<file path="src/rtl/radix5_frame_loader.sv">
`default_nettype none
// ============================================================================
//  Module      : radix5_frame_loader
//  Description : Serial-to-parallel front end of the radix-5 FFT butterfly.
//                Collects five complex single-precision samples into one
//                frame, presents it for one cycle, and provides a valid/index
//                pair delayed by the butterfly pipeline latency.
//  Revision    : 1.0  initial release
// ============================================================================
module radix5_frame_loader #(
    parameter int BF_LAT = 12,
    parameter int IDXW   = 8
) (
    input  logic            clk,
    input  logic            rst,
    input  logic            in_valid,
    input  logic [31:0]     in_re,
    input  logic [31:0]     in_img,
    input  logic            in_sof,
    input  logic            flush,
    output logic [31:0]     x0_re,
    output logic [31:0]     x1_re,
    output logic [31:0]     x2_re,
    output logic [31:0]     x3_re,
    output logic [31:0]     x4_re,
    output logic [31:0]     x0_img,
    output logic [31:0]     x1_img,
    output logic [31:0]     x2_img,
    output logic [31:0]     x3_img,
    output logic [31:0]     x4_img,
    output logic            out_valid,
    output logic [IDXW-1:0] frame_idx,
    output logic            bf_valid,
    output logic [IDXW-1:0] bf_frame_idx,
    output logic            sof_err
);

    // Slot index at which the incoming sample completes a frame.
    localparam logic [2:0] c_last_slot = 3'd4;

    // Staging: samples packed as {re, img}, never altered.
    logic [63:0]     r_slot [4];
    logic [2:0]      r_cnt;
    logic [IDXW-1:0] r_frame_cnt;

    logic [31:0]     r_x_re  [5];
    logic [31:0]     r_x_img [5];
    logic            r_out_valid;
    logic [IDXW-1:0] r_frame_idx;
    logic            r_sof_err;

    // Delay line, stage 0 in the low bits.
    logic [BF_LAT-1:0]      r_dly_v;
    logic [BF_LAT*IDXW-1:0] r_dly_i;

    logic [63:0] w_sample;
    logic        w_sof_restart;

    assign w_sample      = {in_re, in_img};
    // A start-of-frame arriving with a partial frame staged restarts collection.
    assign w_sof_restart = in_sof && (r_cnt != 3'd0);

    // Frame assembly: staging writes, frame load, sof restart and flush.
    always_ff @(posedge clk or posedge rst) begin
        if (rst) begin
            for (int i = 0; i < 4; i++) begin
                r_slot[i] <= '0;
            end
            for (int i = 0; i < 5; i++) begin
                r_x_re[i]  <= '0;
                r_x_img[i] <= '0;
            end
            r_cnt       <= '0;
            r_frame_cnt <= '0;
            r_out_valid <= 1'b0;
            r_frame_idx <= '0;
            r_sof_err   <= 1'b0;
        end else begin
            r_out_valid <= 1'b0;
            r_sof_err   <= 1'b0;
            if (flush) begin
                // Staging contents are left stale; cnt alone defines validity.
                r_cnt <= '0;
            end else if (in_valid) begin
                if (w_sof_restart) begin
                    r_slot[0] <= w_sample;
                    r_cnt     <= 3'd1;
                    r_sof_err <= 1'b1;
                end else if (r_cnt == c_last_slot) begin
                    for (int i = 0; i < 4; i++) begin
                        r_x_re[i]  <= r_slot[i][63:32];
                        r_x_img[i] <= r_slot[i][31:0];
                    end
                    r_x_re[4]   <= in_re;
                    r_x_img[4]  <= in_img;
                    r_out_valid <= 1'b1;
                    r_frame_idx <= r_frame_cnt;
                    r_frame_cnt <= r_frame_cnt + {{(IDXW-1){1'b0}}, 1'b1};
                    r_cnt       <= '0;
                end else begin
                    r_slot[r_cnt[1:0]] <= w_sample;
                    r_cnt              <= r_cnt + 3'd1;
                end
            end
        end
    end

    // Free-running shift of {out_valid, frame_idx}; never stalled.
    generate
        if (BF_LAT == 1) begin : g_dly_single
            always_ff @(posedge clk or posedge rst) begin
                if (rst) begin
                    r_dly_v <= '0;
                    r_dly_i <= '0;
                end else begin
                    r_dly_v <= r_out_valid;
                    r_dly_i <= r_frame_idx;
                end
            end
        end else begin : g_dly_multi
            always_ff @(posedge clk or posedge rst) begin
                if (rst) begin
                    r_dly_v <= '0;
                    r_dly_i <= '0;
                end else begin
                    r_dly_v <= {r_dly_v[BF_LAT-2:0], r_out_valid};
                    r_dly_i <= {r_dly_i[(BF_LAT-1)*IDXW-1:0], r_frame_idx};
                end
            end
        end
    endgenerate

    assign x0_re        = r_x_re[0];
    assign x1_re        = r_x_re[1];
    assign x2_re        = r_x_re[2];
    assign x3_re        = r_x_re[3];
    assign x4_re        = r_x_re[4];
    assign x0_img       = r_x_img[0];
    assign x1_img       = r_x_img[1];
    assign x2_img       = r_x_img[2];
    assign x3_img       = r_x_img[3];
    assign x4_img       = r_x_img[4];
    assign out_valid    = r_out_valid;
    assign frame_idx    = r_frame_idx;
    assign sof_err      = r_sof_err;
    assign bf_valid     = r_dly_v[BF_LAT-1];
    assign bf_frame_idx = r_dly_i[BF_LAT*IDXW-1 -: IDXW];

endmodule
`default_nettype wire

</file>
<file path="config.mk">
export PLATFORM = sky130hd
export DESIGN_NAME = radix5_frame_loader
export DESIGN_NICKNAME = d
export VERILOG_FILES = /design/src/rtl/radix5_frame_loader.sv
export SDC_FILE = /design/constraint.sdc
export NUM_CORES = 1
export LEC_CHECK = 0
export ABC_AREA = 1
export CORE_MARGIN = 2
export CORE_UTILIZATION = 53
export DETAILED_ROUTE_END_ITERATION = 12
export GPL_ROUTABILITY_DRIVEN = 0
export PLACE_DENSITY = 0.76
export SETUP_SLACK_MARGIN = 0.05
export SYNTH_ARGS = -nofsm -noshare
export SYNTH_HDL_FRONTEND = slang
export SYNTH_SLANG_ARGS = --single-unit
</file>
<file path="constraint.sdc">
create_clock -name clk -period 31.2 [get_ports clk]
set_clock_uncertainty 0.15 [all_clocks]
set_input_delay 6.24 -clock clk [delete_from_list [all_inputs] [get_ports clk]]
set_output_delay 6.24 -clock clk [all_outputs]
set_load 0.005 [all_outputs]
</file>
Word level (Yosys, flattened, before mapping)

Index checks and enable logic that the tools add are counted.

Add/sub/neg operators: 2
Reduce and logical (&&, ||, !) cells: 7
Multiplexer cells: 16
Eq/ne operators: 2
Order comparisons: 2
Bitwise gates (word level): 4

Operators by type and width:

| kind                  | number |
|---|---|
| $bwmux W256           | 1 |
| $mux W256             | 1 |
| $demux W64 S2         | 1 |
| $mux W64              | 2 |
| $mux W3               | 4 |
| $add A8 B1 Y8 const B | 1 |
| $reduce_and A4 Y1     | 2 |
| $mux W1               | 7 |
| $add A3 B1 Y3 const B | 1 |
| $eq A3 B3 Y1 const B  | 1 |
| $ge A3 B3 Y1 const B  | 1 |
| $lt A3 B1 Y1 const B  | 1 |
| $not A1 Y1            | 3 |
| $not A2 Y3            | 1 |
| $reduce_and A3 Y1     | 1 |
| $reduce_bool A3 Y1    | 1 |
| $logic_and A1 B1 Y1   | 2 |
| $ne A2 B2 Y1 const B  | 1 |
| $reduce_bool A2 Y1    | 1 |

Output and inout port bits: 339
Flip-flop bits (word level): 705

Depth between registers and ports, before layout

Gate-level depths: netlist of run 1.

Depth in word-level cells: 8
Mapped depth: 10

Worst setup path after synthesis of run 1

OpenSTA, ideal clock, no wires.

Path kind: input-to-reg
Start point: in flush
End point: reg r_slot[50] (netlist name)
Buffers on the path: 2
Stages on the path: 8
Path slack: 23.874 ns
Setup time: 0.130 ns
Arrival time: 7.046 ns
Cells stage by stage: inv_1 > nand2_2 > nor2_4 > nand3_1 > buf_4 > buf_2 > nand2_1 > o21ai_0

Word-level cells in the longest chain between the ends: 2

Ends and longest elaborated chain:

| item                               | RTL line | RTL |
|---|---|---|
| start: declaration                 | 20       | `input logic flush,` |
| $not A1 Y1 (no source line)        | -        |  |
| $reduce_and A4 Y1 (no source line) | -        |  |
| end signal: indexed assignment     | 101      | `r_slot[r_cnt[1:0]] <= w_sample;` |
| end: declaration                   | 42       | `logic [63:0] r_slot [4];` |

No other way between the ends.
A chain may end at the register's enable or synchronous reset.

==> results.yml, run 1 <==
status:
  status: "completed"
clock_tree:
  post-cts-setup-buffers: 0
  cts_root_buf: "clkbuf_16"
  clock_latency_ps: 580
  cts-resized-gates: 0
  clkSinkCount: 705
  cts.path.max_buffers: 3
  worst_setup_hold_path_clk_slew_ps: 60
  numCtsBuffers: 71
  htree_num_levels: 3
  cts_tree: "built"
  hold_buffers: 0
global_route:
  grt_max_degree: 196
  antenna_found_initial: 0
  first_global_vias: 17500
  grt_util_all_layers_pct: 24.9
  top_usage_layer: "met2"
  grtUsageMet3_pct: 4.84
  grt_util_met2_pct: 40.6
  gr-usage-met1_pct: 33.7
  grt_overflow_total: 0
  grt_pass1_wl_um: 94700
setup_path:
  crit_chain: "clkdlybuf4s50_1, inv_8, buf_12, buf_4, buf_4"
  path_common_cell: "buf_4"
  startpoint_type: "primary input"
  crit_path_end_kind: "asynchronous set/reset pin"
  critPathMaxStageDelay_ps: 910
  cp.required_ps: 31630
  reg2reg_slack_ps: 27430
  critPathBufInv: 5
  worst_path_dominant_cell_family: "buffers and inverters"
  arrival_ps: 10220
  crit_slowest_cell: "buf_4"
  worstSetupPathType: "in2async"
  crit_fanout: 195
cells_and_area:
  syn2layout_area_growth_pct: 27.1
  fin_area_um2: 31500
  final_cell_mix: "nand2_1, dfrtp_1, clkdlybuf4s50_1, o21ai_1, o21ai_0"
  layout_commonest_cell: "nand2_1"
  final_nets: 2853
  largest_reg_flops: 256
  diodes: 0
  reg_top3: "r_slot (256), r_dly_i (96)"
  final_layout_size_suffix_gt1_share_pct: 5.01
  top_register: "r_slot"
worst_hold_path:
  hold_class: "reg2reg"
floorplanning:
  fp.dieH_um: 220
  rows: 79
  fp.dieW_um: 220
  start_util_pct: 53.5
  pin_count: 408
  core-area_um2: 46400
  die-area_um2: 48500
placed_design:
  dp_slack_ps: 20740
  dp_hpwl_um: 37000
  place_area_um2: 29100
  io_buffer_count: 407
routing:
  drt-initial-drc-count: 1474
  vias: 17700
  dr.pass1.iters: 7
  wl_per_cell_um: 17.4
  drt_wl_total_um: 59900
  ant_nets: 0
  vias_per_cell: 5.14
  drc: 0
yosys:
  ys_warn_count: 0
  yosysSeqAreaShare_pct: 71.2
  netlist_instances: 2419
  ys_ff_latch: 705
  avgSynthCellArea_um2: 10.2
  ys_types: 20
  netlist_area_um2: 24800
  syn_nets: 2493
power:
  p_leak_uw: 0.0159
  p_total_uw: 2780
  p_per_area_nw_per_um2: 88.2
  vdd_drop_max_mv: 0.0580
timing:
  fmax_mhz: 102
  slew_headroom_pct: 26.2
  tns_ps: 0
  hold_viol: 0
  finalMaxSlewViolations: 0
  tightest_slew_ps: 1110
  setup_ws_ps: 21420
  rsz0062_at_grt: "no"
  finalSetupViolations: 0
  min_period_over_period_pct: 31.4
  fin_crit_ps: 9780
run:
  max_cap_violations: 0
-- per-stage QoR --
step                hold slack, ps  utilization (%)  cells
finish                         190             67.9   3440
global route                   192             67.9   3440
CTS                            191             67.9   3440
detailed placement             185             62.8   3313
global placement               181             62.8   3313
floorplan                      181                -   2419
-- power by group --
part           leakage, uW  internal (uW)  switching [uW]
Clock              0.00117            512             347
Combinational      0.00532            327             263
Sequential         0.00946           1180             151
-- cell usage after synthesis --
| cell | count | share of area (%) |
|---|---|---|
| a21oi_1 | 1 | 0.020 |
| buf_1 | 1 | 0.015 |
| buf_2 | 105 | 2.1 |
| buf_4 | 18 | 0.55 |
| clkbuf_1 | 13 | 0.20 |
| dfrtp_1 | 705 | 71 |
| ha_1 | 5 | 0.25 |
| inv_1 | 80 | 1.2 |
| inv_2 | 3 | 0.045 |
| nand2_1 | 1129 | 17 |
| nand2_2 | 2 | 0.050 |
| nand3_1 | 11 | 0.22 |
| nand3_2 | 1 | 0.040 |
| nand3b_1 | 1 | 0.030 |
| nand4_1 | 1 | 0.025 |
| nor2_1 | 8 | 0.12 |
| nor2_4 | 2 | 0.091 |
| o21ai_0 | 133 | 2.7 |
| o21ai_1 | 199 | 4.0 |
| xor2_1 | 1 | 0.035 |
-- layer usage --
metal  vias to the layer above  part of all wire [%]
met3                       111                   5.8
met5                         -                     0
met1                      8819                    42
met4                         0                   2.7
met2                       509                    49
li1                       8257                     -
-- layout make-up --
cell class | count | area, um^2
repair buffers | 424 | 4210
clock inverters | 20 | 230
flip-flops and latches | 705 | 17600
inverters | 83 | 319
clock buffers | 107 | 2160
multi-input cells | 1494 | 6170
well taps | 607 | 759
fillers | 3480 | 14900
-- kinds of logic (layout without fill, tap and decap cells) --
logic type	after synthesis	after routing	share of synthesized area (%)
simple gates	1155	1155	17.7
compound gates	333	333	6.72
flops	705	705	71.2
buf+inv	220	634	4.13
fa+ha+maj	5	5	0.252
xor+xnor	1	1	0.0353
-- worst paths after layout --
path	from	cells past startpoint	end
setup / recovery	rst	5	r_slot[119]
hold / removal	r_dly_v[4]	0	r_dly_v[5]
setup reg to reg	r_cnt[0]	8	x4_re[1]
hold reg to reg	r_dly_v[4]	0	r_dly_v[5]
max in group clk	flush	8	x4_re[1]
min in group asynchronous	rst	2	x4_img[23]
No activity file was read; power rests on OpenSTA's default activity.
==> inputs of run 2 (changes only) <==
--- a/config.mk
+++ b/config.mk
@@ -7,10 +7,10 @@
 export LEC_CHECK = 0
 export ABC_AREA = 1
 export CORE_MARGIN = 2
-export CORE_UTILIZATION = 53
+export CORE_UTILIZATION = 48
 export DETAILED_ROUTE_END_ITERATION = 12
 export GPL_ROUTABILITY_DRIVEN = 0
-export PLACE_DENSITY = 0.76
+export PLACE_DENSITY = 0.73
 export SETUP_SLACK_MARGIN = 0.05
 export SYNTH_ARGS = -nofsm -noshare
 export SYNTH_HDL_FRONTEND = slang
==> constraint.sdc (replaced) <==
create_clock -name clk -period 7.85 [get_ports clk]
set_clock_uncertainty 0.15 [all_clocks]
set_input_delay 1.57 -clock clk [delete_from_list [all_inputs] [get_ports clk]]
set_output_delay 1.57 -clock clk [all_outputs]
set_load 0.005 [all_outputs]
==> results.yml, run 2 (synthesized netlist as in run 1, its figures left out) <==
global_route:
  first_global_vias: 17700
  grt_pass1_wl_um: 96200
  grt_overflow_total: 0
  grt_util_all_layers_pct: 22.7
  grt_max_degree: 214
  antenna_found_initial: 0
timing:
  slew_headroom_pct: 25.5
  hold_viol: 0
  finalSetupViolations: 0
  fin_crit_ps: 3880
  rsz0062_at_grt: "no"
  whs_ps: 190
  min_period_over_period_pct: 49.4
  fmax_mhz: 258
  tightest_slew_ps: 1120
  finalMaxSlewViolations: 0
floorplanning:
  fp.dieW_um: 231
  core-area_um2: 51200
  pin_count: 408
  start_util_pct: 48.4
  die-area_um2: 53500
  fp.dieH_um: 231
  rows: 83
power:
  p_leak_uw: 0.0160
  p_per_area_nw_per_um2: 349
  vdd_drop_max_mv: 0.214
cells_and_area:
  top_register: "r_slot"
  syn2layout_area_growth_pct: 27.7
  diodes: 0
  largest_reg_flops: 256
  layout_commonest_cell: "nand2_1"
  final_nets: 2851
  post-route-util_pct: 61.8
  final_layout_size_suffix_gt1_share_pct: 4.97
  reg_top3: "r_slot (256), r_dly_i (96)"
  final_cell_mix: "nand2_1, dfrtp_1, clkdlybuf4s50_1, o21ai_1, o21ai_0"
clock_tree:
  clkSinkCount: 705
  clock_latency_ps: 600
  cts_root_buf: "clkbuf_16"
  cts_tree: "built"
  worst_setup_hold_path_clk_slew_ps: 60
  htree_num_levels: 3
  hold_buffers: 0
  cts.path.max_buffers: 3
  cts-resized-gates: 0
  numCtsBuffers: 71
  post-cts-setup-buffers: 0
routing:
  drt_wl_total_um: 59700
  drt-initial-drc-count: 1457
  ant_nets: 0
  m1WireLength_um: 25100
  vias: 17600
  dr.pass1.iters: 5
  dr_wl_met3_um: 3060
  drc: 0
  routed.top_layer: "met4"
  route.met2.wl_um: 29200
  wl_per_cell_um: 17.0
  vias_per_cell: 5.02
setup_path:
  worstSetupPathType: "in2reg"
  crit_slowest_cell: "buf_4"
  arrival_ps: 4250
  crit_fanout: 190
  cp.required_ps: 8220
  path_common_cell: "nand2_1"
  critPathMaxStageDelay_ps: 810
  r2r_cells: 8
  reg2reg_slack_ps: 4790
  startpoint_type: "primary input"
  crit_path_end_kind: "register"
  rr_endpoint: "x1_re[29]"
  rr_startpoint: "r_cnt[0]"
  crit_chain: "clkdlybuf4s50_1, inv_2, nand3_1, nor2_4, buf_12, buf_4, nand2_1, nand2_1"
placed_design:
  io_buffer_count: 407
  dp_hpwl_um: 37100
worst_hold_path:
  hold_depth: 0
  hold_end: "r_dly_i[50]"
  hp-start: "r_dly_i[42]"
  hold_class: "reg2reg"
status:
  status: "completed"
run:
  max_cap_violations: 0
[run 2: cell types whose count changed in the layout (fill, tap and decap cells not counted), sizes merged]
cell,previous run,this run
clkinv,10,14
clkbuf,107,109
inv,86,85
clkinvlp,3,2
buf,17,15
[run 2: layout make-up]
cell class              count  area [um^2]
flip-flops and latches    705        17600
repair buffers            422         4260
well taps                 680          851
clock inverters            22          273
inverters                  83          315
clock buffers             109         2130
multi-input cells        1494         6170
fillers                  4071        19600
[run 2: per-stage QoR]
step | TNS [ps] | power, uW | area, um^2 | setup slack [ps] | instances
floorplan | -2482950 | 6150 | 24800 | -3520 | 2419
global placement | 0 | 7560 | 29200 | 3490 | 3384
detailed placement | 0 | 7670 | 29200 | 3430 | 3384
CTS | 0 | 11100 | 31600 | 4080 | 3515
global route | 0 | 11600 | 31600 | 3810 | 3515
finish | 0 | 11000 | 31600 | 3970 | 3515
[run 2: how the worst max path moves through the flow]
stage               startpoint           end  slack [ps]
CTS                     in_sof      x3_re[0]        4080
global route            in_sof     x0_re[14]        3810
floorplan                  rst  frame_idx[0]       -3520
detailed placement      in_sof     x0_re[13]        3430
finish                  in_sof     x1_re[29]        3970
global placement        in_sof     x2_re[14]        3490
[run 2: critical path: cells and delay by family]
family	cells	cell delay [ps]
buffers and inverters	4	1930
AND/OR/NAND/NOR	4	470
[run 2: power by group]
part           switching [uW]  internal [uW]
clock                    1400           2020
sequential                609           4680
combinational            1030           1300
total                    3030           8000
[run 2: per-layer routing]
metal | GRT usage [%] | up-vias
met4 | 9.76 | 0
met2 | 36.8 | 514
met1 | 30.7 | 8743
met3 | 3.69 | 130
met5 | 0 | -
li1 | - | 8241
